File: src/rtl/io_pkg.sv
// rtl/io_pkg.sv - shared types and defaults for the processor I/O port controller
package io_pkg;
    localparam int IO_DATA_W    = 16;
    localparam int IO_OUT_DEPTH = 4;

    typedef enum logic [1:0] {
        RX_INIT,
        RX_EMPTY,
        RX_IRQ,
        RX_FULL
    } rx_state_t;
endpackage

File: src/rtl/io_out_fifo.sv
// rtl/io_out_fifo.sv - show-ahead FIFO buffering OUT words towards the device
module io_out_fifo #(
    parameter int  DATA_W = 16,
    parameter int  DEPTH  = 4,
    localparam int PTR_W  = $clog2(DEPTH),
    localparam int CNT_W  = $clog2(DEPTH + 1)
) (
    input  logic              clk,
    input  logic              rst,
    input  logic              push,
    input  logic [DATA_W-1:0] push_data,
    input  logic              pop,
    output logic [DATA_W-1:0] head_data,
    output logic              full,
    output logic              empty,
    output logic [CNT_W-1:0]  count,
    output logic              overflow
);
    logic [DATA_W-1:0] mem [DEPTH];
    logic [PTR_W-1:0]  wr_ptr;
    logic [PTR_W-1:0]  rd_ptr;
    logic              do_push;
    logic              do_pop;

    assign full      = (count == CNT_W'(DEPTH));
    assign empty     = (count == '0);
    assign head_data = mem[rd_ptr];
    assign do_pop    = pop && !empty;
    // A pop in the same cycle frees the slot a full FIFO needs for the push.
    assign do_push   = push && (!full || do_pop);

    always_ff @(posedge clk or negedge rst) begin
        if (!rst) begin
            wr_ptr   <= '0;
            rd_ptr   <= '0;
            count    <= '0;
            overflow <= 1'b0;
            for (int i = 0; i < DEPTH; i++) begin
                mem[i] <= '0;
            end
        end else begin
            if (do_push) begin
                mem[wr_ptr] <= push_data;
                wr_ptr      <= wr_ptr + 1'b1;
            end
            if (do_pop) begin
                rd_ptr <= rd_ptr + 1'b1;
            end
            case ({do_push, do_pop})
                2'b10:   count <= count + 1'b1;
                2'b01:   count <= count - 1'b1;
                default: count <= count;
            endcase
            if (push && !do_push) begin
                overflow <= 1'b1;
            end
        end
    end
endmodule

File: src/rtl/io_port_ctrl.sv
// rtl/io_port_ctrl.sv - OUT buffering, IN capture and interrupt generation for the processor
module io_port_ctrl
    import io_pkg::*;
#(
    parameter int DATA_W    = IO_DATA_W,
    parameter int OUT_DEPTH = IO_OUT_DEPTH
) (
    input  logic                           clk,
    input  logic                           rst,
    input  logic [DATA_W-1:0]              cpu_out_data,
    input  logic                           cpu_out_en,
    output logic [DATA_W-1:0]              cpu_in_data,
    input  logic                           cpu_in_read,
    output logic                           irq,
    output logic [DATA_W-1:0]              dev_tx_data,
    output logic                           dev_tx_valid,
    input  logic                           dev_tx_ready,
    input  logic [DATA_W-1:0]              dev_rx_data,
    input  logic                           dev_rx_valid,
    output logic                           dev_rx_ready,
    output logic                           out_overflow,
    output logic [$clog2(OUT_DEPTH+1)-1:0] out_count
);
    rx_state_t state;
    rx_state_t state_nxt;
    logic      rx_latch;
    logic      fifo_full;
    logic      fifo_empty;

    io_out_fifo #(
        .DATA_W (DATA_W),
        .DEPTH  (OUT_DEPTH)
    ) u_out_fifo (
        .clk       (clk),
        .rst       (rst),
        .push      (cpu_out_en),
        .push_data (cpu_out_data),
        .pop       (dev_tx_valid && dev_tx_ready),
        .head_data (dev_tx_data),
        .full      (fifo_full),
        .empty     (fifo_empty),
        .count     (out_count),
        .overflow  (out_overflow)
    );

    assign dev_tx_valid = !fifo_empty;

    always_comb begin
        assert (!(fifo_full && fifo_empty));
    end

    // Outputs decode straight from the state register, keeping input-to-output paths out.
    assign irq          = (state == RX_IRQ);
    assign dev_rx_ready = (state == RX_EMPTY);

    always_comb begin
        state_nxt = state;
        rx_latch  = 1'b0;
        case (state)
            RX_INIT:  state_nxt = RX_EMPTY;
            RX_EMPTY: begin
                if (dev_rx_valid) begin
                    rx_latch  = 1'b1;
                    state_nxt = RX_IRQ;
                end
            end
            RX_IRQ:   state_nxt = cpu_in_read ? RX_EMPTY : RX_FULL;
            RX_FULL:  begin
                if (cpu_in_read) begin
                    state_nxt = RX_EMPTY;
                end
            end
            default:  state_nxt = RX_INIT;
        endcase
    end

    always_ff @(posedge clk or negedge rst) begin
        if (!rst) begin
            state       <= RX_INIT;
            cpu_in_data <= '0;
        end else begin
            state <= state_nxt;
            if (rx_latch) begin
                cpu_in_data <= dev_rx_data;
            end
        end
    end
endmodule
File: config.mk
export PLATFORM = sky130hd
export DESIGN_NAME = io_port_ctrl
export DESIGN_NICKNAME = d
export VERILOG_FILES = /design/src/rtl/io_pkg.sv /design/src/rtl/io_out_fifo.sv /design/src/rtl/io_port_ctrl.sv
export SDC_FILE = /design/constraint.sdc
export NUM_CORES = 1
export LEC_CHECK = 0
export ABC_CLOCK_PERIOD_IN_PS = 2000
export BUFFER_PORTS_ARGS = -buffer_cell sky130_fd_sc_hd__buf_2
export CELL_PAD_IN_SITES_DETAIL_PLACEMENT = 1
export CELL_PAD_IN_SITES_GLOBAL_PLACEMENT = 2
export CORE_MARGIN = 2
export CORE_UTILIZATION = 35
export DETAILED_ROUTE_END_ITERATION = 10
export PLACE_DENSITY_LB_ADDON = 0.2
export SLEW_MARGIN = 20
export SYNTH_ARGS = -nofsm -noshare
export SYNTH_HDL_FRONTEND = slang
export SYNTH_SLANG_ARGS = --single-unit
File: constraint.sdc
create_clock -name clk -period 2 [get_ports clk]
set_input_delay 0.6 -clock clk [delete_from_list [all_inputs] [get_ports clk]]
set_output_delay 0.6 -clock clk [all_outputs]
set_load 0.01 [all_outputs]
; Word level (Yosys, flattened, before mapping)
; Cells that the tools add are included.
[classes]
magnitude_cmp = 3
add_sub_neg = 4
reduce_logical = 13
n_mux = 13
bitwise = 2
n_eq_ne = 8
[op_table]
columns = cell, n
row1 = bitwise mux 64 bit, 1
row2 = 2-to-1 mux 16 bit, 3
row3 = binary-select mux 16 bit (select 2 bit), 1
row4 = demux 16 bit (select 2 bit), 1
row5 = case mux 2 bit (4 select lines), 1
row6 = equality test 2 bit (second input constant), 3
row7 = >= comparator 3 bit (second input constant), 2
row8 = 2-to-1 mux 2 bit, 3
row9 = NOT 2 -> 3 bit, 2
row10 = case mux 3 bit (2 select lines), 1
row11 = logical AND 1 bit, 5
row12 = adder 2 x 1 -> 2 bit (second input constant), 2
row13 = equality test 2 x 1 -> 1 bit (second input constant), 2
row14 = != test 2 bit (second input constant), 2
row15 = adder 3 x 1 -> 3 bit (second input constant), 1
row16 = equality test 3 bit (second input constant), 1
row17 = logical NOT 1 bit, 3
row18 = logical NOT 3 bit, 1
row19 = < comparator 3 x 1 -> 1 bit (second input constant), 1
row20 = subtractor 3 x 1 -> 3 bit (second input constant), 1
row21 = logical NOT 2 bit, 1
row22 = 2-to-1 mux 1 bit, 2
row23 = AND reduction 2 bit, 1
row24 = nonzero test 2 bit, 1
row25 = logical OR 1 bit, 1
[word_totals]
inputBits = 38
out_inout_bits = 39
ff_bits = 90

; Depth between registers and ports, before layout
; Gate-level depths: netlist (run 1).
[logic_depth]
word_depth = 8
depth_mapped = 8
depth_no_buf = 8

; By module
; A second synthesis (run 1) with hierarchy kept.
[unflattened]
hier_cells = 247
hier_area_um2 = 4042.6
[modules_own_cells]
columns = mod, cells_per_inst, area_per_inst_um2, seq_area_each_um2, n_inst
row1 = io_out_fifo, 195, 3228.1, 1801.7, 1
row2 = io_port_ctrl, 52, 814.5, 450.4, 1

; Least setup slack after synthesis (run 1)
; No wires, ideal clock.
[synth_path]
path_kind = input to register
startpoint = input port dev_tx_ready
endpoint = register u_out_fifo.count[2]
arrival_ns = 2.166
setup_slack_ns = -0.245
cell_stages = 8
n_path_buf = 0
setup_time_ns = 0.079
required_ns = 1.921
cell_sequence = nor4b_4 nand2b_1 ha_1 inv_1 fa_1 xor2_1 nor2_1 xor2_1
[synth_via]
elab_chain_cells = 6
word_cells_on_any_way = 8
cone_classes = 2 x eq/ne / 1 x mux / 5 x reduce/logical
[synth_lines]
columns = item, line_no
row1 = "start, declared", io_port_ctrl.sv:17  ; input logic dev_tx_ready,
row2 = logical AND 1 bit *, io_port_ctrl.sv:38  ; .pop (dev_tx_valid && dev_tx_ready),
row3 = logical AND 1 bit *, io_out_fifo.sv:28  ; assign do_pop = pop && !empty;
row4 = logical OR 1 bit, io_out_fifo.sv:30  ; assign do_push = push && (!full || do_pop);
row5 = logical AND 1 bit, io_out_fifo.sv:30
row6 = equality test 2 x 1 -> 1 bit / equality test 2 bit (equally long branches), io_out_fifo.sv:49  ; case ({do_push, do_pop})
row7 = case mux 3 bit (2 select lines) / nonzero test 2 bit (equally long branches), n/a
row8 = "end signal, assigned", io_out_fifo.sv:50  ; 2'b10: count <= count + 1'b1;
row9 = "end signal, assigned", io_out_fifo.sv:51  ; 2'b01: count <= count - 1'b1;
row10 = "end signal, assigned", io_out_fifo.sv:52  ; default: count <= count;
row11 = "end, declared", io_out_fifo.sv:16  ; output logic [CNT_W-1:0] count,
; Every way passes the cells marked *; elsewhere a longest branch is shown, timed or not.
; A chain may end at the register's enable or synchronous reset.

; Final worst setup path (run 1)
[layout_path]
startpoint = register u_out_fifo.rd_ptr[0]
endpoint = output port dev_tx_data[7]
[layout_via]
elab_chain_cells = 4
[layout_lines]
columns = item, line_no
row1 = "start, declared", io_out_fifo.sv:21  ; logic [PTR_W-1:0] rd_ptr;
row2 = "start signal, assigned", io_out_fifo.sv:47  ; rd_ptr <= rd_ptr + 1'b1;
row3 = NOT 2 -> 3 bit (implied by the code), io_out_fifo.sv:27  ; assign head_data = mem[rd_ptr];
row4 = binary-select mux 16 bit (select 2 bit), io_out_fifo.sv:27
row5 = 2-to-1 mux 16 bit (implied by the code) (2 in series), io_out_fifo.sv:27
row6 = "end, declared", io_port_ctrl.sv:15  ; output logic [DATA_W-1:0] dev_tx_data,
; No other way between the ends. The select of a mux whose other input is x is not followed.

==> results.md, run 1 <==
Drt:
- Dividing the detail-routed wire length by the instance count gives 16.8 µm.
- In this run, the number of DRC markers left after iteration 0 of detailed routing was 82.
- The number of nets with antenna violations after detailed routing is 0.
- The post-detailed-route via-to-cell ratio is 4.82.
- In the routed design, unresolved DRC markers number 0.
- The count of vias placed by the detailed router is 2349.
- The detailed-routing iteration count for the pre-antenna-repair pass is 4.
- The total wire length is 8180 µm.

Place:
- Once placement finished, the instance area stood at 4660 µm².
- The post-DP HPWL is 5760 µm.
- The total instance count after detailed placement is 470.
- The congestion estimate from routability-driven global placement came to 0.677.
- During placement, the flow inserted port buffers numbering 76.

Critical path:
- The cell count of the worst reg-to-reg path is 9.
- The worst reg2reg path startpoint is u_out_fifo.count[1].
- The data arrival time at the worst-slack endpoint is 1.57 ns.
- The worst setup path is captured at an output pin.
- At the worst endpoint, the required time is 1.40 ns.
- Among all stages on the critical path, the largest delay is contributed by mux4_2.
- Along the worst path, the maximum fanout reaches 8.
- For this run, the slowest stage of the critical path takes 0.53 ns.
- The signal on the critical path passes through buf_12 -> mux4_2 -> buf_6.
- The worst register-to-register path ends at u_out_fifo.count[2].
- For flop-to-flop paths, the worst setup slack is 0.08 ns.
- The kind of start point of the critical path is a flop.
- The path type of the worst setup path is flop to output pin.

Status:
- The flow ran to the end, but the final reports show violations.
- The final reports fail on setup timing.

STA:
- Setup slack on the critical path of the routed design comes to -0.165 ns.
- The number of failing setup endpoints in the final timing report is 16.
- The worst-case clock skew is 0.00472 ns.
- At the pin with the least slew margin, the transition time is 0.602 ns.
- Setup repair after global routing could not meet its margin everywhere.
- The number of pins exceeding their max-slew limit in the final report is 0.
- The final critical path time including I/O delays and setup is 2.17 ns.
- The final hold violation count came to 0.
- The highest attainable clock frequency is 0.462 GHz.
- The share of the clock period used by the worst path is 1.08.
- The worst pin sits at a relative slew slack of 0.598.
- Adding up every negative setup slack in the final design gives -2.21 ns.

Finish:
- The top cell types in the final layout, fill and taps aside, are dfrtp_1 (88), mux2_2 (82), buf_2 (63), buf_4 (17), mux4_2 (16).
- The signed area change from the synthesized netlist to the final layout is 27.5%.
- The number of fillers in the final layout is 1116.
- Across the whole layout, storage elements account for 2250 µm².
- The count of placed standard cells in the final layout, fillers left out is 487.
- The number of diodes is 0.
- Of the cells placed in the final design, the portion with a size suffix greater than 1 is 0.634.
- Leaving out fill and tap cells, the most frequent cell in the layout is dfrtp_1.
- The area of the multi-input gates is 1650 µm².
- In the final design database the tool counted 392 nets.
- The final core area utilization is 0.462.
- The final instance area is 5060 µm².

Global route:
- The via count of the first global-routing pass is 2628.
- The global-route met1 utilization is 0.195.
- The global routing stage identified its most utilized layer as met2.
- The maximum number of pins on one net before global-route repair is 30.
- The met3 demand-to-capacity share in global routing is 0.0346.
- The wire length of the first global-routing pass is 14100 µm.
- The number of antenna violations at the first check in global routing came to 0.
- For this run, the total global-route usage over all layers was measured as 0.146.
- The met2 layer usage reported by global route is 0.228.
- For this run the aggregate overflow at the end of global routing stands at 0.

Yosys:
- The proportion of synthesized flip-flops having asynchronous set or reset is 1.00.
- Summing every instance area after synthesis gives 3970 µm².
- The fraction of the yosys area taken by sequential cells is 0.568.
- The primary flip-flop cell chosen by synthesis mapping is dfrtp_1.
- During synthesis, Yosys emitted a total of 0 warnings.
- The post-synth net total is 292.
- The number of enable flip-flop cells after synthesis is 0.
- The synthesized design contains 90 register bits.
- Synthesis handed over a netlist of 244 instances.
- After synthesis, the mean cell area works out to 16.3 µm².
- The count of cell types in the netlist is 24.

Floorplan:
- The die is 110 µm tall.
- The floorplan step defined a die boundary enclosing 12200 µm².
- The total core area is 10900 µm².
- The number of placed I/O pins is 77.
- The floorplan has 38 rows.
- The initial utilization of the core area, before any placement, comes to 0.363.
- The horizontal extent of the die is 110 µm.

Clock tree:
- TritonCTS created 9 clock buffers.
- The clock tree from TritonCTS is built.
- The insertion delay to the later sink of the worst-skew pair is 0.34 ns.
- Counting along the longest clock path gives a buffer depth of 2.
- The clock drives 90 sinks.
- The library cell used as clock root buffer is clkbuf_16.
- After clock tree synthesis, the clock-pin slew on the worst setup and hold paths is 0.06 ns.
- CTS built an H-tree with a depth of 3.
- The hold buffer count at cts is 0.

Power:
- VDD sags by at most 0.000616 V.
- Dividing total power by cell area gives a power density of 1770 nW/µm².
- The leakage power figure is 2.26 nW.

Flow run:
- Max-cap violations in this run came to 0.

Worst hold path:
- The min-delay analysis places its worst path in the category primary input to asynchronous set/reset pin.
-- metal layers --
layer / part of all wire / vias to the layer above / wire length [µm]
met5: 0 / - / 0
met4: 0.019 / 0 / 159
met3: 0.045 / 13 / 366
met2: 0.48 / 62 / 3950
met1: 0.45 / 1196 / 3710
li1: - / 1078 / -
-- flip-flops by register name, indices dropped and copies added (netlist names) --
signal / cells
u_out_fifo.overflow: 1
cpu_in_data: 16
u_out_fifo.rd_ptr: 2
state: 2
u_out_fifo.wr_ptr: 2
u_out_fifo.mem: 64
u_out_fifo.count: 3
-- metrics by stage --
stage / setup WS, ns / hold WS, ns / power [mW]
6_report: -0.165 / 0.167 / 8.93
5_1_grt: -0.231 / 0.183 / 9.59
4_1_cts: -0.244 / 0.172 / 8.99
2_1_floorplan: -0.214 / 0.304 / 5.71
3_3_place_gp: -0.292 / 0.443 / 6.91
3_5_place_dp: -0.324 / 0.448 / 7.08
-- cell usage after synthesis, types with 2 or more instances --
cell,n,area (µm²)
dfrtp_1,90,2250
mux2_2,82,923
mux4_2,16,360
ha_1,9,113
inv_1,9,33.8
nand2_1,7,26.3
nor2_2,4,25.0
buf_2,3,15.0
buf_6,3,33.8
xnor2_1,3,26.3
xor2_1,3,26.3
clkbuf_1,2,7.51
nand2b_1,2,12.5
-- power by group --
part           total, mW  internal [mW]  switching, mW
registers           3.28           2.77          0.506
clock network       1.55          0.896          0.657
logic               4.10           2.48           1.62
total               8.93           6.14           2.78
-- critical path: cells and delay by family, from the launching register on --
family                 cells  cell delay (ns)
muxes                      1             0.53
DFF                        1             0.41
buffers and inverters      2             0.29
-- worst max-delay path by stage --
| stage | start | endpoint |
|---|---|---|
| 2_1_floorplan | dev_tx_ready | u_out_fifo.count[2] |
| 3_3_place_gp | dev_tx_ready | u_out_fifo.mem[29] |
| 3_5_place_dp | dev_tx_ready | u_out_fifo.mem[37] |
| 4_1_cts | u_out_fifo.rd_ptr[0] | dev_tx_data[7] |
| 5_1_grt | u_out_fifo.rd_ptr[0] | dev_tx_data[7] |
| 6_report | u_out_fifo.rd_ptr[0] | dev_tx_data[7] |
-- cell type report --
class                           count  share of cell area
Clock buffer                       12              0.0507
Clock inverter                      2             0.00272
Inverter                            9             0.00668
Timing Repair Buffer               98               0.133
Sequential cell                    90               0.446
Tap cell                          140              0.0346
Multi-Input combinational cell    136               0.327
-- kinds of logic after synthesis --
logic type,after synthesis,share of synthesized area
DFF,90,0.568
and+or+nand+nor,16,0.0246
adders and majority gates,10,0.0334
buffers and inverters,18,0.0262
muxes,99,0.326
AOI/OAI and AO/OA,5,0.00820
xor gates and xnor gates,6,0.0133
-- repair_timing --
item,CTS,global route
buffers inserted,3,0
pin swaps,0,1
endpoints found under the setup margin,81,18
resized for setup,14,8
endpoints found under the hold margin,0,0
Note: power is estimated with default switching activity, not from simulation.
==> inputs of run 2 (changes only) <==
- ABC_CLOCK_PERIOD_IN_PS: 2000 -> 2240
- CORE_UTILIZATION: 35 -> 39
- clock period: 2 -> 2.24 ns (I/O delays scaled with it)
==> results.md, run 2 (synthesized netlist as in run 1, its figures left out) <==
STA:
- The highest attainable clock frequency is 0.437 GHz.
- The final hold violation count is 0 (unchanged).
- The final critical path time including I/O delays and setup is 2.29 ns.
- The worst hold-check slack is 0.177 ns (was 0.167 ns).
- The setup slack of the critical path after layout was -0.0493 ns (was -0.165 ns).
- The number of pins exceeding their max-slew limit in the final report was 0 (unchanged).
- RSZ-0062 raised after global routing: yes (unchanged).
- The number of failing setup endpoints in the final timing report is 15 (was 16).
- The slew at the pin closest to its max-slew limit was 1.01 ns (was 0.602 ns).
- The share of the clock period used by the worst path is 1.02.
- The worst-case clock skew is 0.0100 ns (was 0.00472 ns).
- The worst slew slack as a fraction of its limit is 0.327 (was 0.598).
- The setup TNS is -0.619 ns (was -2.21 ns).

Critical path:
- The biggest fanout along the worst timing path is 10 (was 8).
- The path type of the worst setup path is flop to output pin (unchanged).
- The worst reg2reg path startpoint is u_out_fifo.count[2] (was u_out_fifo.count[1]).
- The data required time at the worst endpoint is 1.57 ns (was 1.40 ns).
- The kind of start point of the critical path is a flop (unchanged).
- The kind of capture point of the worst setup path was an output pin (unchanged).
- The data arrival time at the worst-slack endpoint is 1.62 ns (was 1.57 ns).
- The launching element of the worst setup path is u_out_fifo.rd_ptr[0] (unchanged).

Finish:
- The final core area utilization is 0.497 (was 0.462).
- The layout cell share with drive strength beyond 1 is 0.627 (was 0.634).
- Most frequent cells in the layout: dfrtp_1 (89), mux2_2 (82), buf_2 (64), mux4_2 (16), buf_4 (14) (was dfrtp_1 (88), mux2_2 (82), buf_2 (63), buf_4 (17), mux4_2 (16)).
- The number of diodes came to 0 (unchanged).
- The top register by number of flip-flops is u_out_fifo.mem (unchanged).
- The final net count is 386 (was 392).
- The flip-flop count of the largest register after layout is 64 (unchanged).
- The count of placed standard cells in the final layout, fillers left out was 476 (was 487).
- The leading cell type in the layout, fill and taps excluded is dfrtp_1 (unchanged).
- Registers with the highest flip-flop counts: u_out_fifo.mem: 64 flops, cpu_in_data: 16 flops, u_out_fifo.count: 3 flops (unchanged).
- The signed area change from the synthesized netlist to the final layout was 23.0% (was 27.5%).
- The final instance area is 4880 µm² (was 5060 µm²).

Place:
- The placed cell area is 4570 µm² (was 4660 µm²).
- The final weighted congestion of routability-driven global placement is 0.685 (was 0.677).
- The total instance count after detailed placement is 456 (was 470).
- The post-DP HPWL is 5280 µm (was 5760 µm).
- The count of port buffers added during placement is 76 (unchanged).

Drt:
- The count of vias placed by the detailed router is 2303 (was 2349).
- The number of violations reported at the end of detailed-routing iteration 0 came to 62 (was 82).
- The detailed-routing iteration count for the pre-antenna-repair pass came to 4 (unchanged).
- The total wire length is 7650 µm (was 8180 µm).
- The number of remaining DRC errors is 0 (unchanged).
- The number of nets with antenna violations after detailed routing is 0 (unchanged).
- The post-detailed-route via-to-cell ratio is 4.84 (was 4.82).
- The final routed wire length divided by cell count was 16.1 µm (was 16.8 µm).

Global route:
- The number of antenna violations at the first check in global routing is 0 (unchanged).
- The total overflow reported by the global router is 0 (unchanged).
- The global routing usage summed across all routing layers is 0.149 (was 0.146).
- The via count of the first global-routing pass is 2540 (was 2628).
- The wire length of the first global-routing pass is 12900 µm (was 14100 µm).
- The maximum number of pins on one net before global-route repair was 42 (was 30).

Power:
- The leakage power figure is 2.18 nW (was 2.26 nW).
- The power per cell area is 1530 nW/µm² (was 1770 nW/µm²).
- The share of total power in sequential cells is 0.393 (was 0.367).
- The portion of total power attributed to combinational logic is 0.463 (was 0.459).
- The clock network power share came to 0.144 (was 0.174).
- The total net switching power is 2.48 mW (was 2.78 mW).
- The internal portion of total power is 5.00 mW (was 6.14 mW).
- The peak supply drop is 0.000591 V (was 0.000616 V).
- The switching power share of the total was 0.332 (was 0.312).

Floorplan:
- The overall die height is 105 µm (was 110 µm).
- The number of placed I/O pins is 77 (unchanged).
- The floorplan die area is 11000 µm² (was 12200 µm²).
- The starting density of the core is 0.404 (was 0.363).
- The total core area came to 9820 µm² (was 10900 µm²).
- The number of rows in the core area is 36 (was 38).
- The horizontal extent of the die is 105 µm (was 110 µm).

Clock tree:
- The clock tree from TritonCTS is built (unchanged).
- The CTS H-tree depth came to 3 (unchanged).
- The hold buffer count at cts is 0 (unchanged).
- The count of clock tree sinks is 90 (unchanged).
- The library cell used as clock root buffer is clkbuf_8 (was clkbuf_16).
- The insertion delay to the later sink of the worst-skew pair came to 0.35 ns (was 0.34 ns).
- The post-CTS clock slew at the launch and capture registers of the worst setup and hold paths is 0.10 ns (was 0.06 ns).
- The number of buffers created by CTS is 9 (unchanged).
- The buffer levels on the longest clock path is 2 (unchanged).

Status:
- Violations in the final reports: setup timing (unchanged).
- Outcome: finished, violations left (unchanged).

Flow run:
- The max-cap check violation count came to 0 (unchanged).

Worst hold path:
- The classification of the worst-slack hold path was primary input to asynchronous set/reset pin (unchanged).
[run 2: cell types whose count changed in the layout (fill, tap and decap cells not counted), sizes merged]
cell | previous run | this run
inv | 9 | 14
buf | 98 | 92
clkbuf | 12 | 9
[run 2: per-stage QoR]
step | total power [mW] | setup WS, ns
final | 7.48 | -0.0493
after global routing | 8.03 | -0.136
after CTS | 7.49 | -0.0770
after detailed placement | 6.14 | -0.161
after global placement | 6.03 | -0.143
after floorplan | 5.09 | -0.0531
[run 2: worst paths after layout]
kind                                            end  slack [ns]  cells after the start
max in group asynchronous            cpu_in_data[8]        1.56                      2
worst max-delay path                dev_tx_data[15]       -0.05                      3
min in group clk                u_out_fifo.overflow        0.46                      1
worst min-delay path            u_out_fifo.overflow        0.18                      1
worst max register to register   u_out_fifo.mem[12]        0.15                      4
worst min register to register  u_out_fifo.overflow        0.46                      1
[run 2: cell type report]
type / instances / area [µm²]
clock buffer: 9 / 124
timing repair buffer: 92 / 601
tap: 133 / 166
multi-input combinational: 136 / 1630
sequential: 90 / 2250
fill: 1020 / 4940
clock inverter: 7 / 68.8
inverter: 9 / 33.8
[run 2: worst max-delay path: stages, from the launching register on]
cell	delay, ns
dfrtp_1	0.42
buf_12	0.18
mux4_2	0.53
buf_6	0.14
[run 2: layer usage]
metal	wire [µm]	vias to the layer above	global-route usage
met5	0	-	0
met4	86	0	0.0543
met3	366	6	0.0312
met2	3730	59	0.245
met1	3460	1172	0.196
li1	-	1066	-
[run 2: power by group through the flow]
stage                     Combinational (mW)  Clock [mW]  Sequential [mW]
after global routing                    3.77        1.20             3.06
final                                   3.46        1.08             2.94
after CTS                               3.42        1.12             2.96
after floorplan                         2.18           0             2.91
after detailed placement                3.17           0             2.98
after global placement                  3.10           0             2.94
[run 2: repair_timing]
action	in CTS	in global routing
gates resized for setup	13	3
setup endpoints to repair	16	16
buffers inserted	1	3
==> inputs of run 3 (changes only) <==
- CAP_MARGIN: not set -> 20
- REMOVE_ABC_BUFFERS: not set -> 1
==> results.md, run 3 (synthesized netlist as in run 1, its figures left out) <==
Finish:
- The leading cell type in the layout, fill and taps excluded was dfrtp_1 (unchanged).
- Most frequent cells in the layout: dfrtp_1 (89), mux2_2 (82), buf_2 (65), mux4_2 (16), buf_6 (11) (was dfrtp_1 (89), mux2_2 (82), buf_2 (64), mux4_2 (16), buf_4 (14)).
- The final core area utilization is 0.494 (was 0.497).
- The final net count is 383 (was 386).
- The layout cell share with drive strength beyond 1 is 0.612 (was 0.627).
- The number of diodes came to 0 (unchanged).
- The flip-flop count of the largest register after layout is 64 (unchanged).
- Registers with the highest flip-flop counts: u_out_fifo.mem: 64 flops, cpu_in_data: 16 flops, u_out_fifo.count: 3 flops (unchanged).
- The signed area change from the synthesized netlist to the final layout is 22.4% (was 23.0%).
- The top register by number of flip-flops is u_out_fifo.mem (unchanged).

Flow run:
- The max-cap check violation count is 0 (unchanged).

STA:
- The number of pins exceeding their max-slew limit in the final report came to 0 (unchanged).
- The worst-case clock skew is 0.00639 ns (was 0.0100 ns).
- The number of failing setup endpoints in the final timing report came to 15 (unchanged).
- The setup TNS is -0.790 ns (was -0.619 ns).
- The share of the clock period used by the worst path is 1.04 (was 1.02).
- The setup slack of the critical path after layout is -0.0809 ns (was -0.0493 ns).
- The highest attainable clock frequency was 0.431 GHz (was 0.437 GHz).
- The final critical path time including I/O delays and setup was 2.32 ns (was 2.29 ns).
- The worst slew slack as a fraction of its limit is 0.284 (was 0.327).
- The slew at the pin closest to its max-slew limit came to 1.07 ns (was 1.01 ns).
- The final hold violation count is 0 (unchanged).
- RSZ-0062 raised after global routing: yes (unchanged).

Power:
- The power consumption is 7.52 mW (was 7.48 mW).
- The power per cell area is 1550 nW/µm² (was 1530 nW/µm²).
- The leakage power figure came to 2.18 nW (about the same).
- The peak supply drop is 0.000682 V (was 0.000591 V).

Critical path:
- The biggest fanout along the worst timing path is 5 (was 10).
- The worst reg2reg path startpoint is u_out_fifo.wr_ptr[0] (was u_out_fifo.count[2]).
- The end of the worst register-to-register path is u_out_fifo.mem[58] (was u_out_fifo.mem[12]).
- The data arrival time at the worst-slack endpoint was 1.65 ns (was 1.62 ns).
- The path type of the worst setup path is flop to output pin (unchanged).
- The cell count of the worst reg-to-reg path is 5 (was 4).
- The kind of start point of the critical path is a flop (unchanged).
- The data required time at the worst endpoint was 1.57 ns (about the same).
- The kind of capture point of the worst setup path was an output pin (unchanged).
- The internal reg-to-reg setup slack was 0.14 ns (was 0.15 ns).

Place:
- The post-DP HPWL came to 5550 µm (was 5280 µm).
- The final weighted congestion of routability-driven global placement is 0.712 (was 0.685).
- The count of port buffers added during placement is 76 (unchanged).
- The post-placement setup slack came to -0.182 ns (was -0.161 ns).

Drt:
- The count of vias placed by the detailed router was 2319 (was 2303).
- The total wire length was 8110 µm (was 7650 µm).
- The number of nets with antenna violations after detailed routing was 0 (unchanged).
- The detailed-routing iteration count for the pre-antenna-repair pass was 3 (was 4).
- The final routed wire length divided by cell count is 17.2 µm (was 16.1 µm).
- The number of violations reported at the end of detailed-routing iteration 0 is 45 (was 62).
- The post-detailed-route via-to-cell ratio was 4.90 (was 4.84).
- The number of remaining DRC errors came to 0 (unchanged).

Floorplan:
- The horizontal extent of the die is 105 µm (unchanged).
- The number of rows in the core area is 36 (unchanged).
- The total core area is 9820 µm² (unchanged).
- The overall die height is 105 µm (unchanged).
- The number of placed I/O pins came to 77 (unchanged).
- The floorplan die area is 11000 µm² (unchanged).
- The starting density of the core came to 0.404 (unchanged).

Clock tree:
- The CTS H-tree depth is 3 (unchanged).
- The hold buffer count at cts is 0 (unchanged).
- The insertion delay to the later sink of the worst-skew pair is 0.35 ns (about the same).
- The clock tree from TritonCTS is built (unchanged).
- The buffer levels on the longest clock path came to 2 (unchanged).
- The count of clock tree sinks is 90 (unchanged).
- The number of buffers created by CTS is 9 (unchanged).
- The library cell used as clock root buffer was clkbuf_8 (unchanged).
- The post-CTS clock slew at the launch and capture registers of the worst setup and hold paths is 0.09 ns (was 0.10 ns).

Global route:
- The wire length of the first global-routing pass is 13300 µm (was 12900 µm).
- The maximum number of pins on one net before global-route repair is 54 (was 42).
- The met3 demand-to-capacity share in global routing is 0.0337 (was 0.0312).
- The via count of the first global-routing pass came to 2504 (was 2540).
- The global-route met1 utilization was 0.211 (was 0.196).
- The total overflow reported by the global router came to 0 (unchanged).
- The number of antenna violations at the first check in global routing came to 0 (unchanged).
- The met2 layer usage reported by global route came to 0.249 (was 0.245).
- The global-route layer with the greatest usage is met2 (unchanged).
- The global routing usage summed across all routing layers came to 0.158 (was 0.149).

Worst hold path:
- The classification of the worst-slack hold path was primary input to asynchronous set/reset pin (unchanged).

Status:
- Violations in the final reports: setup timing (unchanged).
- Outcome: finished, violations left (unchanged).
run 3: routing by layer:
metal | share of wire | vias to the layer above
met5 | 0 | -
met4 | 0.016 | 0
met3 | 0.031 | 10
met2 | 0.49 | 40
met1 | 0.46 | 1210
li1 | - | 1059
run 3: where the power goes:
group | internal, mW | total, mW | switching [mW]
combinational | 2.10 | 3.48 | 1.39
clock | 0.543 | 1.11 | 0.563
sequential | 2.46 | 2.93 | 0.464
run 3: cell type report:
cell class                 count  area, µm²
multi-input combinational    136       1610
clock inverter                 5       53.8
timing repair buffer          89        597
tap                          133        166
fill                        1022       4960
inverter                       9       33.8
sequential                    90       2250
clock buffer                  11        141
run 3: per-stage QoR:
step / cell area [µm²] / cells / hold WS (ns)
after CTS: 4760 / 471 / 0.192
after global placement: 4550 / 455 / 0.476
after floorplan: 3890 / 235 / 0.376
final: 4850 / 473 / 0.198
after global routing: 4850 / 473 / 0.185
after detailed placement: 4550 / 455 / 0.455
run 3: how the worst max path moves through the flow:
stage	slack [ns]	startpoint	cells after the start	to
6_report	-0.08	u_out_fifo.rd_ptr[0]	3	dev_tx_data[15]
5_1_grt	-0.13	u_out_fifo.rd_ptr[0]	3	dev_tx_data[7]
4_1_cts	-0.1	u_out_fifo.rd_ptr[0]	3	dev_tx_data[6]
3_5_place_dp	-0.18	dev_tx_ready	5	u_out_fifo.mem[58]
3_3_place_gp	-0.16	dev_tx_ready	5	u_out_fifo.mem[60]
2_1_floorplan	-0.08	dev_tx_ready	8	u_out_fifo.count[2]
run 3: repair_timing:
item,CTS,global route
gates resized for setup,2,13
cloned,0,1
buffers inserted,0,1
setup endpoints to repair,15,15
run 3: critical path, stage by stage, from the launching register on:
cell       delay, ns
dfrtp_2         0.45
clkbuf_16       0.19
mux4_2          0.52
buf_6           0.14
